### src/rtl/mem_dump_if.sv
// mem_dump_if: memory read port and byte stream channel of the readback engine.
// The engine (master) drives the memory address/strobe and the stream
// data/valid/last; the memory plus downstream sink (slave) return read data
// and out_ready.
interface mem_dump_if #(
  parameter int ADDR_W = 8,
  parameter int DATA_W = 8
);
  logic [ADDR_W-1:0] mem_addr;
  logic              mem_rd;
  logic [DATA_W-1:0] mem_rdata;
  logic [DATA_W-1:0] out_data;
  logic              out_valid;
  logic              out_ready;
  logic              out_last;

  modport master (
    output mem_addr,
    output mem_rd,
    input  mem_rdata,
    output out_data,
    output out_valid,
    input  out_ready,
    output out_last
  );

  modport slave (
    input  mem_addr,
    input  mem_rd,
    output mem_rdata,
    input  out_data,
    input  out_valid,
    output out_ready,
    input  out_last
  );
endinterface

### src/rtl/mem_dump.sv
// mem_dump: reads a contiguous (possibly wrapping) address range out of the
// unified memory one byte at a time and streams each byte on a valid/ready
// channel, keeping a running mod-2^DATA_W checksum of accepted bytes.
// Every output is a flop; its next value is decoded from the next state, so
// out_ready never reaches out_valid combinationally.
module mem_dump #(
  parameter int ADDR_W = 8,
  parameter int DATA_W = 8
) (
  input  logic              clk,
  input  logic              rst,
  input  logic              start,
  input  logic [ADDR_W-1:0] start_addr,
  input  logic [ADDR_W-1:0] end_addr,
  mem_dump_if.master        bus,
  output logic              busy,
  output logic              done,
  output logic [DATA_W-1:0] checksum
);

  typedef enum logic [2:0] {
    ST_IDLE,
    ST_READ,
    ST_CAPT,
    ST_SEND,
    ST_DONE
  } state_t;

  localparam logic [ADDR_W-1:0] ADDR_ONE = {{(ADDR_W-1){1'b0}}, 1'b1};

  state_t            state_q, state_d;
  logic [ADDR_W-1:0] cur_q, cur_d;
  logic [ADDR_W-1:0] last_q, last_d;
  logic [DATA_W-1:0] data_q, data_d;
  logic [DATA_W-1:0] sum_q, sum_d;
  logic              rd_q, rd_d;
  logic              valid_q, valid_d;
  logic              olast_q, olast_d;
  logic              busy_q, busy_d;
  logic              done_q, done_d;

  logic              handshake;
  logic              at_last;

  assign handshake = valid_q & bus.out_ready;
  assign at_last   = (cur_q == last_q);

  // Next-state and next-output decode; outputs are derived from the next
  // state so they appear registered in the same cycle the state is entered.
  always_comb begin
    state_d = state_q;
    cur_d   = cur_q;
    last_d  = last_q;
    data_d  = data_q;
    sum_d   = sum_q;

    case (state_q)
      ST_IDLE: begin
        if (start) begin
          cur_d   = start_addr;
          last_d  = end_addr;
          sum_d   = '0;
          state_d = ST_READ;
        end
      end
      ST_READ: begin
        state_d = ST_CAPT;
      end
      ST_CAPT: begin
        data_d  = bus.mem_rdata;
        state_d = ST_SEND;
      end
      ST_SEND: begin
        if (handshake) begin
          sum_d = sum_q + data_q;
          if (at_last) begin
            state_d = ST_DONE;
          end else begin
            cur_d   = cur_q + ADDR_ONE;
            state_d = ST_READ;
          end
        end
      end
      ST_DONE: begin
        state_d = ST_IDLE;
      end
      default: begin
        state_d = ST_IDLE;
      end
    endcase

    rd_d    = (state_d == ST_READ);
    valid_d = (state_d == ST_SEND);
    olast_d = (state_d == ST_SEND) && (cur_d == last_d);
    busy_d  = (state_d != ST_IDLE);
    done_d  = (state_d == ST_DONE);
  end

  // State and output registers; an asynchronous reset abandons any transfer.
  always_ff @(posedge clk or posedge rst) begin
    if (rst) begin
      state_q <= ST_IDLE;
      cur_q   <= '0;
      last_q  <= '0;
      data_q  <= '0;
      sum_q   <= '0;
      rd_q    <= 1'b0;
      valid_q <= 1'b0;
      olast_q <= 1'b0;
      busy_q  <= 1'b0;
      done_q  <= 1'b0;
    end else begin
      state_q <= state_d;
      cur_q   <= cur_d;
      last_q  <= last_d;
      data_q  <= data_d;
      sum_q   <= sum_d;
      rd_q    <= rd_d;
      valid_q <= valid_d;
      olast_q <= olast_d;
      busy_q  <= busy_d;
      done_q  <= done_d;
    end
  end

  assign bus.mem_addr  = cur_q;
  assign bus.mem_rd    = rd_q;
  assign bus.out_data  = data_q;
  assign bus.out_valid = valid_q;
  assign bus.out_last  = olast_q;
  assign busy          = busy_q;
  assign done          = done_q;
  assign checksum      = sum_q;

endmodule

### src/flat_wrapper.sv
// flat-port wrapper written by rule: the top's interface ports become plain ports
module mem_dump_flat 
#(
  parameter int ADDR_W = 8,
  parameter int DATA_W = 8
)
  (clk, rst, start, start_addr, end_addr, busy, done, checksum, bus_mem_addr, bus_mem_rd, bus_mem_rdata, bus_out_data, bus_out_valid, bus_out_ready, bus_out_last);
  mem_dump_if #(.ADDR_W(ADDR_W), .DATA_W(DATA_W)) bus_i ();
  input  logic clk;
  input  logic rst;
  input  logic start;
  input  logic [ADDR_W-1:0] start_addr;
  input  logic [ADDR_W-1:0] end_addr;
  output logic busy;
  output logic done;
  output logic [DATA_W-1:0] checksum;
  output wire logic [$bits(bus_i.mem_addr)-1:0] bus_mem_addr;
  output wire logic [$bits(bus_i.mem_rd)-1:0] bus_mem_rd;
  input wire logic [$bits(bus_i.mem_rdata)-1:0] bus_mem_rdata;
  output wire logic [$bits(bus_i.out_data)-1:0] bus_out_data;
  output wire logic [$bits(bus_i.out_valid)-1:0] bus_out_valid;
  input wire logic [$bits(bus_i.out_ready)-1:0] bus_out_ready;
  output wire logic [$bits(bus_i.out_last)-1:0] bus_out_last;
  assign bus_mem_addr = bus_i.mem_addr;
  assign bus_mem_rd = bus_i.mem_rd;
  assign bus_i.mem_rdata = bus_mem_rdata;
  assign bus_out_data = bus_i.out_data;
  assign bus_out_valid = bus_i.out_valid;
  assign bus_i.out_ready = bus_out_ready;
  assign bus_out_last = bus_i.out_last;
  mem_dump #(.ADDR_W(ADDR_W), .DATA_W(DATA_W)) u_core (.clk(clk), .rst(rst), .start(start), .start_addr(start_addr), .end_addr(end_addr), .bus(bus_i), .busy(busy), .done(done), .checksum(checksum));
endmodule
### config.mk
export PLATFORM = sky130hd
export DESIGN_NAME = mem_dump_flat
export DESIGN_NICKNAME = d
export VERILOG_FILES = /design/src/rtl/mem_dump_if.sv /design/src/rtl/mem_dump.sv /design/src/flat_wrapper.sv
export SDC_FILE = /design/constraint.sdc
export NUM_CORES = 1
export LEC_CHECK = 0
export CAP_MARGIN = 20
export CORE_MARGIN = 3
export CORE_UTILIZATION = 45
export CTS_CLUSTER_SIZE = 30
export DETAILED_ROUTE_END_ITERATION = 16
export PLACE_DENSITY = 0.86
export SYNTH_ARGS = -nofsm -noshare
export SYNTH_HDL_FRONTEND = slang
export SYNTH_SLANG_ARGS = --single-unit
### constraint.sdc
create_clock -name clk -period 2.8 [get_ports clk]
set_input_delay 0.56 -clock clk [delete_from_list [all_inputs] [get_ports clk]]
set_output_delay 0.56 -clock clk [all_outputs]
set_load 0.1 [all_outputs]
==> results of run 1 <==
sequential cells by signal, indices dropped and copies added, names as in the netlist, 3 cells and up:
signal and count:
u_core.bus.mem_addr 8, u_core.bus.out_data 8, u_core.checksum 8, u_core.last_q 8, u_core.state_q 3
Yosys cell counts (all sizes together), types with 2 or more instances:
library cell | number | area, um^2
nand2 | 41 | 154
dfrtp | 40 | 1000
xnor2 | 13 | 136
nor2 | 11 | 43.8
nand3 | 10 | 50.1
o21ai | 10 | 50.1
ha | 8 | 100
mux2 | 8 | 90.1
a21oi | 6 | 30.0
mux2i | 6 | 60.1
xor2 | 6 | 52.6
inv | 5 | 18.8
clkbuf | 4 | 15.0
o211ai | 4 | 30.0
a21boi | 3 | 22.5
nand4 | 3 | 31.3
o2111ai | 3 | 26.3
or3 | 3 | 18.8
a211o | 2 | 18.8
a211oi | 2 | 20.0
and3 | 2 | 13.8
and4 | 2 | 18.8
buf | 2 | 10.0
nand2b | 2 | 12.5
nor3 | 2 | 10.0
nor4 | 2 | 18.8
o21bai | 2 | 15.0
o311ai | 2 | 17.5
through the flow:
stage | setup slack [ns] | hold slack, ns | std cells
after global placement | 0.161 | 0.464 | 337
final | 0.368 | 0.493 | 345
after global routing | 0.0587 | 0.533 | 345
after detailed placement | 0.0832 | 0.486 | 337
after floorplan | 0.0507 | 0.472 | 215
after CTS | 0.379 | 0.496 | 345
worst register-to-register path, cell delays in order, from the launching register on:
cell and delay [ns]:
dfrtp_2 0.44, ha_1 0.30, a21o_1 0.16, a21oi_1 0.22
o21bai_1 0.12, a2111oi_0 0.53, o311ai_0 0.23, o41ai_1 0.12
mux2i_1 0.23
cell families after synthesis:
kind of cell             after synthesis
AND/OR/NAND/NOR                       83
flip-flops                            40
AO/OA/AOI/OAI                         39
XOR/XNOR                              19
multiplexers                          14
buffers and inverters                 11
adder cells (fa/ha/maj)                9
metal layers:
layer	GRT usage, %	up-vias	wire length [um]
met1	26.6	889	2290
met3	3.30	9	209
met2	31.3	45	2600
li1	-	896	-
met5	0	-	0
met4	8.35	0	105
how the worst max path moves through the flow:
stage | from | to | slack [ns]
after floorplan | u_core.bus.out_valid$_DFF_PP0_ | u_core.bus.out_last$_DFF_PP0_ | 0.05
after global placement | bus_out_ready | u_core.bus.out_last$_DFF_PP0_ | 0.16
after detailed placement | bus_out_ready | u_core.bus.out_last$_DFF_PP0_ | 0.08
after CTS | u_core.bus.out_data[1]$_DFFE_PP0P_ | u_core.checksum[7]$_DFFE_PP0P_ | 0.38
after global routing | u_core.bus.out_data[1]$_DFFE_PP0P_ | u_core.checksum[7]$_DFFE_PP0P_ | 0.06
final | bus_out_ready | u_core.bus.out_last$_DFF_PP0_ | 0.37
cell type report:
class | instances | area share [%]
multi-input cells | 164 | 39.3
inverters | 5 | 0.643
clock inverters | 1 | 1.03
well taps | 65 | 2.79
flip-flops and latches | 40 | 34.4
clock buffers | 7 | 3.30
repair buffers | 63 | 18.5
==> results.yml, run 1 <==
synth:
  synthArstFlopShare_pct: 100
  synth-xor-area-share_pct: 8.62
  yosysSeqAreaShare_pct: 45.7
  synthDistinctLibCells: 48
  synth_edf_count: 0
  syn_area_mm2: 0.00219
  synthMuxAreaShare_pct: 6.85
  synth_compound_area_share_pct: 12.4
  synth-simple-area-share_pct: 18.9
  synth_top_flop_cell: "dfrtp_1"
  synthAdderAreaFrac_pct: 5.48
  ys_ff_latch: 40
  synth_warnings: 0
  syn_area_per_cell_um2: 10.2
  synth_top_family_by_area: "simple AND/OR/NAND/NOR gates"
  syn_nets: 252
  synthCells: 215
timing:
  min_period_ns: 2.43
  period_share_pct: 86.9
  fmax_mhz: 411
  setup_violations: 0
  grt_setup_unrepaired: "no"
  tightest_slew_ns: 0.683
  timing.final.hold_violations: 0
  fin_setup_tns_ns: 0
  slew_viol_final: 0
  slew_headroom_pct: 54.3
  fin_skew_ns: 0.0102
layout:
  area_delta_synth_final_pct: 33.1
  final.fill_count: 376
  final_common_cell: "nand2_1"
  drive_above_1_share_pct: 24.3
  antenna_cells: 0
  final_core_util_pct: 64.3
  nNetsFinal: 316
  final_area_mm2: 0.00292
  register_area_mm2: 0.00100
  layout_common_cells: "nand2_1 (41), dfrtp_1 (38), buf_4 (36)"
  multi_input_area_mm2: 0.00115
routing:
  vias_per_cell: 5.33
  wl_per_cell_um: 15.1
  drt-total-wl_um: 5200
  firstDrtPassIters: 4
  ant_nets: 0
  vias: 1839
  drc_errors: 0
  first_iter_violations: 112
critical_path:
  slowest_stage: "clkdlybuf4s50_1"
  crit_cells: 8
  path_cells: "clkdlybuf4s50_1, nand3_1, nor2_2, o2111ai_1, mux2i_1, or3_1, a211o_1, nor4_2"
  ff2ff_path_depth: 8
  cp.required_ns: 3.00
  cp_top_family: "simple AND/OR/NAND/NOR gates"
  reg2reg_slack_ns: 0.38
  r2r-end: "u_core.checksum[7]$_DFFE_PP0P_"
  crit_arrival_ns: 2.63
  critPathLaunchType: "input port"
  r2r_start: "u_core.bus.out_data[1]$_DFFE_PP0P_"
  slowest_delay_ns: 0.48
  critPathMaxFanout: 5
  worstPathBufferInverterCount: 1
  cp-end-kind: "flop"
  critical_path_class: "input port to flop"
placement:
  io_buffers: 56
  dpl.hpwl_um: 3930
  place_area_mm2: 0.00279
  finalWeightedCongestion: 0.829
floorplan:
  die_h_um: 75.8
  die-area_mm2: 0.00574
  row_count: 24
  die_w_um: 75.8
  core_mm2: 0.00453
  initial_core_util_pct: 48.3
  io_pins: 57
global_routing:
  grt_usage_pct: 19.7
  grt-ovfl-total: 0
  grt_max_degree: 41
  antenna_found_initial: 0
  grt_pass1_wl_um: 8510
  grt_pass1_vias: 1812
clock_tree:
  cts_resized: 0
  post_cts_buffers: 0
  h-tree-depth: 2
  cts.clk_slew.worst_paths_ns: 0.07
  cts_sinks: 40
  cts_tree: "built"
  cts_buffers: 5
  root_buffer: "clkbuf_8"
  clockBufferDepth: 2
  clkLatencyLatePin_ns: 0.30
  ctsHoldBuffers: 0
hold_path:
  min_from: "u_core.checksum[7]$_DFFE_PP0P_"
  hold_class: "flop to flop"
  hold_end: "u_core.checksum[7]$_DFFE_PP0P_"
  min_path_cells: 1
run_status:
  status: "finished clean"
job:
  maxCapViolCount: 0
Power of run 1 is left out: the tool's default activity adds up to more than one toggle a clock period on the data nets, which glitch-free logic cannot reach.
==> run 2, diff against run 1 <==
--- a/config.mk
+++ b/config.mk
@@ -5,6 +5,7 @@
 export SDC_FILE = /design/constraint.sdc
 export NUM_CORES = 1
 export LEC_CHECK = 0
+export ABC_CLOCK_PERIOD_IN_PS = 2800
 export CAP_MARGIN = 20
 export CORE_MARGIN = 3
 export CORE_UTILIZATION = 45
==> results of run 2 <==
No change in the layout: final DEF, timing and power equal those of run 1.
Power of run 2 is left out for the same reason.
==> run 3, diff against run 2 <==
--- a/config.mk
+++ b/config.mk
@@ -9,6 +9,7 @@
 export CAP_MARGIN = 20
 export CORE_MARGIN = 3
 export CORE_UTILIZATION = 45
+export CTS_CLUSTER_DIAMETER = 150
 export CTS_CLUSTER_SIZE = 30
 export DETAILED_ROUTE_END_ITERATION = 16
 export PLACE_DENSITY = 0.86
==> results of run 3 <==
No change in the layout: final DEF, timing and power equal those of run 1.
Power of run 3 is left out for the same reason.
